[src/rtl/dc_upsize.sv]
// Narrow-to-wide stream packer: gathers RATIO beats of IN_W bits into one word
// with a lane mask, registered sof/eof and an abort path for a mid-word sof.
module dc_upsize #(
  parameter int IN_W      = 8,
  parameter int RATIO     = 4,
  parameter int MSB_FIRST = 0
) (
  input  logic                  clk,
  input  logic                  rst_n,
  input  logic                  s_vld_i,
  output logic                  s_rdy_o,
  input  logic [IN_W-1:0]       s_data_i,
  input  logic                  s_sof_i,
  input  logic                  s_eof_i,
  output logic                  m_vld_o,
  input  logic                  m_rdy_i,
  output logic [IN_W*RATIO-1:0] m_data_o,
  output logic [RATIO-1:0]      m_be_o,
  output logic                  m_sof_o,
  output logic                  m_eof_o,
  output logic                  m_err_o,
  output logic [15:0]           abort_cnt_o
);

  localparam int OUT_W = IN_W * RATIO;
  localparam int IW    = $clog2(RATIO);

  // Handshake: a beat moves when s_vld_i & s_rdy_o at a rising edge, a word
  // moves when m_vld_o & m_rdy_i; a valid side never withdraws an offer.
  logic [IN_W-1:0] acc [RATIO-1];
  logic [IW-1:0]   idx;
  logic            acc_sof;
  logic            rdy_q;

  logic             out_free;
  logic             sof_mid;
  logic             abort;
  logic             wr;
  logic             last;
  logic [OUT_W-1:0] word_data;
  logic [RATIO-1:0] word_be;

  assign out_free = !m_vld_o | m_rdy_i;
  assign sof_mid  = s_vld_i & s_sof_i & (idx != '0);
  assign abort    = sof_mid & out_free;
  assign s_rdy_o  = rdy_q & out_free & !sof_mid;
  assign wr       = s_vld_i & s_rdy_o;
  assign last     = (idx == IW'(RATIO - 1)) | s_eof_i;

  // Lane k in arrival order lands in physical lane P of the output word.
  for (genvar k = 0; k < RATIO; k++) begin : g_lane
    localparam int P = (MSB_FIRST != 0) ? (RATIO - 1 - k) : k;
    logic            held;
    logic            take;
    logic [IN_W-1:0] lane_q;
    if (k < RATIO - 1) begin : g_acc
      assign held   = (idx > IW'(k));
      assign lane_q = acc[k];
    end else begin : g_top
      assign held   = 1'b0;
      assign lane_q = '0;
    end
    assign take                      = wr & (idx == IW'(k));
    assign word_be[P]                = held | take;
    assign word_data[P*IN_W +: IN_W] = take ? s_data_i : (held ? lane_q : '0);
  end

  always_ff @(posedge clk or negedge rst_n) begin
    if (!rst_n) begin
      rdy_q       <= 1'b0;
      idx         <= '0;
      acc_sof     <= 1'b0;
      m_vld_o     <= 1'b0;
      m_data_o    <= '0;
      m_be_o      <= '0;
      m_sof_o     <= 1'b0;
      m_eof_o     <= 1'b0;
      m_err_o     <= 1'b0;
      abort_cnt_o <= '0;
      for (int k = 0; k < RATIO - 1; k++) acc[k] <= '0;
    end else begin
      rdy_q <= 1'b1;
      if (m_vld_o & m_rdy_i) m_vld_o <= 1'b0;
      if ((wr & last) | abort) begin
        // A load in the same cycle as a read keeps the stage full.
        m_vld_o  <= 1'b1;
        m_data_o <= word_data;
        m_be_o   <= word_be;
        m_sof_o  <= acc_sof | (wr & (idx == '0) & s_sof_i);
        m_eof_o  <= abort | s_eof_i;
        m_err_o  <= abort;
        idx      <= '0;
        acc_sof  <= 1'b0;
        for (int k = 0; k < RATIO - 1; k++) acc[k] <= '0;
        if (abort && abort_cnt_o != 16'hFFFF) abort_cnt_o <= abort_cnt_o + 16'd1;
      end else if (wr) begin
        for (int k = 0; k < RATIO - 1; k++)
          if (idx == IW'(k)) acc[k] <= s_data_i;
        idx <= idx + IW'(1);
        if ((idx == '0) & s_sof_i) acc_sof <= 1'b1;
      end
    end
  end

endmodule
[config.mk]
export PLATFORM = sky130hd
export DESIGN_NAME = dc_upsize
export DESIGN_NICKNAME = d
export VERILOG_FILES = /design/src/rtl/dc_upsize.sv
export SDC_FILE = /design/constraint.sdc
export NUM_CORES = 1
export LEC_CHECK = 0
export ABC_AREA = 0
export CORE_MARGIN = 5
export CORE_UTILIZATION = 47
export DETAILED_ROUTE_END_ITERATION = 8
export GPL_TIMING_DRIVEN = 0
export PLACE_DENSITY = 0.76
export SLEW_MARGIN = 30
export SYNTH_ARGS = -nofsm -noshare
export SYNTH_HDL_FRONTEND = slang
export SYNTH_SLANG_ARGS = --single-unit
export TNS_END_PERCENT = 100
[constraint.sdc]
create_clock -name clk -period 1.7 [get_ports clk]
set_clock_uncertainty 0.2 [all_clocks]
set_input_delay 0.34 -clock clk [delete_from_list [all_inputs] [get_ports clk]]
set_output_delay 0.34 -clock clk [all_outputs]
set_load 0.005 [all_outputs]
== Yosys cells after proc, flatten, opt, wreduce, memory -nomap -nowiden ==
Index checks and enable logic that the tools add are counted.
Operators by class
  $add $sub $neg: 2
  bitwise operators: 22
  reductions and logical operators: 16
  magnitude comparators: 3
  mux-type cells: 19
  eq/ne operators: 4
Operators with widths (number)
  $mux W8: 10
  $mux W24: 2
  $add A16 B1 Y16 const B: 1
  $ne A16 B16 Y1 const B: 1
  $and A1 B1 Y1: 14
  $reduce_bool A2 Y1: 7
  $reduce_and A2 Y1: 5
  $or A1 B1 Y1: 8
  $mux W1: 5
  $eq A2 B2 Y1 const B: 2
  $gt A2 B1 Y1 const B: 2
  $mux W2: 2
  $add A2 B1 Y2 const B: 1
  $eq A2 B1 Y1 const B: 1
  $gt A2 B2 Y1 const B: 1
  $logic_not A1 Y1: 2
  $logic_not A2 Y1: 1
  $logic_and A1 B1 Y1: 1
Word-level totals
  flip-flop bits (word level): 84
  logic and storage cells: 79
  output and inout bits: 57
  input port bits: 14

== Longest topological paths before layout ==
  word-level depth: 9
  mapped depth: 7

== Least setup slack after synthesis ==
No wires, ideal clock.
  path type: register to register
  start point: reg idx[0]
  end point: reg m_data_o[19]
  setup time: 0.130 ns
  setup slack: -0.155 ns
  period minus slack after synthesis: 1.855 ns
  data arrival time: 1.525 ns
  stages on the path, launching flop included: 8
  cell sequence: dfrtp_1 -> inv_1 -> ha_1 -> nor2b_4 -> o211a_1 -> buf_2 -> buf_2 -> a31oi_1
On the way
  cells in the longest elaborated chain, start to end: 7
  elaborated cells between the ends (all ways): 15
Ends and longest elaborated chain
  start, declared: line 31  | logic [IW-1:0] idx;
  start signal, assigned: line 99  | idx <= idx + IW'(1);
  $reduce_bool A2 Y1: line 44  | assign sof_mid = s_vld_i & s_sof_i & (idx != '0);
  $and A1 B1 Y1: line 44
  $logic_not A1 Y1: line 46  | assign s_rdy_o = rdy_q & out_free & !sof_mid;
  $and A1 B1 Y1: line 46
  $and A1 B1 Y1: line 47  | assign wr = s_vld_i & s_rdy_o;
  $and A1 B1 Y1, on equally long branches: line 63, 84
  $mux W8 or $or A1 B1 Y1 (tied branches): line 65, 84
  end signal, assigned: line 87  | m_data_o <= word_data;
  end, declared: line 17  | output logic [IN_W*RATIO-1:0] m_data_o,
Parallel ways exist; a longest one is shown, timed or not.
A chain may end at the register's enable or synchronous reset.

== Worst setup path after layout ==
  start point: reg idx[1]
  end point: reg abort_cnt_o[8]
On the way
  cells in the longest elaborated chain, start to end: 8
  elaborated cells between the ends (all ways): 12
Ends and longest elaborated chain
  $reduce_bool A2 Y1: line 44
  $and A1 B1 Y1: line 44
  $logic_not A1 Y1: line 46
  $and A1 B1 Y1: line 46
  $and A1 B1 Y1: line 47
  $and A1 B1 Y1: line 84  | if ((wr & last) | abort) begin
  $or A1 B1 Y1: line 84
  $reduce_and A2 Y1 (no line) (*)
  end signal, assigned: line 95  | if (abort && abort_cnt_o != 16'hFFFF) abort_cnt_o <= abort_cnt_o + 16'd1;
  end, declared: line 22  | output logic [15:0] abort_cnt_o
Every way passes the cells marked *; elsewhere a longest branch is shown, timed or not.

==> metrics.yaml <==
cts_num_sinks: 84
antenna_found_initial: 0
fill_cells: 360
path_class: "reg -> reg"
fin_crit_ps: 2170
seq_area_frac_synth_pct: 56.9
place.gp.congestion: 0.831
place_ws_ps: -746
ant_nets: 0
fin_crit_sh_pct: 128
grt_pass1_vias: 3917
crit_required_ps: 1770
finalHoldViolations: 0
tightest_slew_ps: 724
syn_nets: 381
netlist_area_um2: 3700
peakVddDrop_mv: 0.895
numCtsBuffers: 9
htreeDepth: 3
crit_fanout: 5
placed_area_um2: 4670
cp-end-kind: "flop"
multiInputGateArea_um2: 2220
crit_path_start_kind: "flop"
drive_above_1_share_pct: 46.0
clk_path_buf_depth: 2
fin_util_pct: 84.3
ios: 71
p_leak_nw: 2.86
path_clk_slew_ps: 90
core-area_um2: 7690
syn_area_per_cell_um2: 10.2
slew_headroom_pct: 51.5
synth_flop_cell: "dfrtp_1"
wire_per_inst_um: 25.9
dp_hpwl_mm: 6.69
initial_core_util_pct: 48.1
first_iter_violations: 284
synthArstFlopShare_pct: 100
grt_pass1_wl_mm: 21.0
register_area_um2: 2100
firstDrtPassIters: 5
grt_max_degree: 57
power_density_nw_per_um2: 1450
cts_tree: "built"
timing.hold.ws_ps: 197
area_growth_pct: 75.3
place_inst: 535
rows: 32
routed_via_density: 6.28
clock_latency_ps: 370
hp-class: "in -> async"
antennaDiodeCount: 0
cpPeakStageDelay_ps: 450
ff2ff_setup_slack_ps: -470
yosysUniqueCellTypes: 37
die-area_um2: 9740
drc_errors: 0
worstPathArrival_ps: 2250
max_freq_mhz: 460
track_usage_pct: 27.8
die_width_um: 98.7
nNetsFinal: 543
drv_slew: 0
fp.dieH_um: 98.7
yosysWarnings: 0
slowest_stage: "dfrtp_1"
ctsRootBufferMaster: "clkbuf_8"
worstPathCellList: "inv_2 -> ha_4 -> nor2b_4 -> buf_6 -> nand3_4 -> buf_4 -> buf_16 -> nor3_4 -> xor2_1"
final_cells: 630
routed_wl_mm: 16.3
port_buffers: 70
outcome: "finished, violations left"
syn_inst: 362
violations: "setup timing"
grt_overflow: 0
setup_ws_ps: -474
synth_edf_count: 0
maxCapViolations: 0
vias: 3956
grt_setup_unrepaired: "true"
finalSetupViolCount: 84
design_area_um2: 6480
ys_seq_elements: 84
[sequential cells by signal, indices dropped and copies added (netlist names)]
signal / cells
g_lane.lane_q: 24
rdy_q: 1
acc_sof: 1
idx: 2
m_data_o: 32
m_err_o: 1
m_be_o: 4
m_sof_o: 1
m_eof_o: 1
abort_cnt_o: 16
m_vld_o: 1
[layer usage]
layer / track usage (%) / vias to the layer above / share of wire [%]
li1: - / 1607 / -
met5: 0 / - / 0
met1: 34.6 / 1986 / 37
met2: 45.0 / 269 / 50
met4: 14.9 / 0 / 5.7
met3: 6.30 / 94 / 7.4
[cell type report]
type,count,share of cell area [%]
clock inverters,5,1.31
inverters,5,0.406
plain buffers,18,3.92
clock buffers,10,2.12
repair buffers,151,23.5
multi-input cells,255,34.2
flip-flops and latches,84,32.5
well taps,102,1.97
[report_power, final]
part	internal (mW)	total (mW)	switching (mW)	leakage (nW)
logic	2.30	4.54	2.25	1.68
registers	2.64	3.21	0.572	1.07
clock network	0.868	1.67	0.800	0.109
total	5.80	9.42	3.62	2.86
[layout by cell type, fill, tap and decap left out, types with 3 or more instances in the layout]
master	n
and3_1	4
buf_6	21
o21ai_2	8
nand2_2	9
a21oi_1	20
buf_4	51
nor2_4	9
clkbuf_8	11
nor2_2	4
mux2_4	3
nor4_4	6
nand4_1	7
nand2_1	40
a21oi_2	34
buf_12	10
xor2_1	14
dlygate4sd2_1	56
nor3_4	5
nand3_1	9
clkinvlp_4	3
a31oi_4	6
nand3_2	8
a21oi_4	8
nor2_1	18
a22o_1	8
nand3_4	3
buf_16	7
dfrtp_1	83
buf_8	6
clkdlybuf4s50_1	12
[logic make-up after synthesis]
kind of cell / Yosys count / share of synthesized area, %
other: 1 / 0.101
AND/OR/NAND/NOR: 136 / 19.1
adder cells (fa/ha/maj): 5 / 1.69
buffers and inverters: 24 / 3.39
flip-flops: 84 / 56.9
XOR/XNOR: 14 / 3.32
multiplexers: 3 / 0.914
AO/OA/AOI/OAI: 95 / 14.6
[synthesized netlist by cell type (2+ instances only)]
| cell | instances | area [um^2] |
|---|---|---|
| o21ai_0 | 12 | 60.1 |
| nand2b_1 | 3 | 18.8 |
| a22o_1 | 8 | 70.1 |
| nor2_1 | 29 | 109 |
| inv_1 | 5 | 18.8 |
| dfrtp_1 | 84 | 2100 |
| a21oi_1 | 62 | 310 |
| nor3_1 | 6 | 30.0 |
| nand4_1 | 7 | 43.8 |
| buf_2 | 13 | 65.1 |
| clkbuf_1 | 3 | 11.3 |
| and2_1 | 2 | 12.5 |
| buf_6 | 2 | 22.5 |
| ha_1 | 5 | 62.6 |
| nand3_1 | 19 | 95.1 |
| and4_1 | 2 | 17.5 |
| mux2_2 | 3 | 33.8 |
| nor4_2 | 6 | 75.1 |
| xor2_1 | 14 | 123 |
| and3_1 | 4 | 25.0 |
| a31oi_1 | 8 | 50.1 |
| nand2_1 | 50 | 188 |
[what timing repair did]
item / in CTS / in global routing
resized for setup: 190 / 86
setup endpoints to repair: 139 / 84
setup buffers: 56 / 16
gates cloned: 9 / 2
hold buffers: 1 / 0
pin swaps: 39 / 46
endpoints found under the hold margin: 84 / 0
[metrics by stage]
| step | total power, mW | setup TNS (ps) |
|---|---|---|
| 6_report | 9.42 | -25070 |
| 3_5_place_dp | 5.69 | -40850 |
| 2_1_floorplan | 4.30 | -1300 |
| 5_1_grt | 9.75 | -27240 |
| 4_1_cts | 8.24 | -10490 |
| 3_3_place_gp | 5.60 | -284380 |
[critical path, delay by kind of cell, from the launching register on]
family                     cells  cell delay, ps
buffers and inverters          4             540
and+or+nand+nor                3             490
adders and majority gates      1             180
DFF                            1             450
xor gates and xnor gates       1             220
[final timing paths]
path | start | end | cells after the start
max | idx[1]$_DFFE_PN0P_ | abort_cnt_o[8]$_DFFE_PN0P_ | 9
min | rst_n | abort_cnt_o[0]$_DFFE_PN0P_ | 2
max reg2reg | idx[1]$_DFFE_PN0P_ | abort_cnt_o[8]$_DFFE_PN0P_ | 9
min reg2reg | m_be_o[0]$_DFFE_PN0P_ | m_be_o[0]$_DFFE_PN0P_ | 1
max in group asynchronous | rst_n | g_lane[0].lane_q[3]$_DFFE_PN0P_ | 3
min in group clk | m_be_o[0]$_DFFE_PN0P_ | m_be_o[0]$_DFFE_PN0P_ | 1
Note: power is estimated with default switching activity, not from simulation.
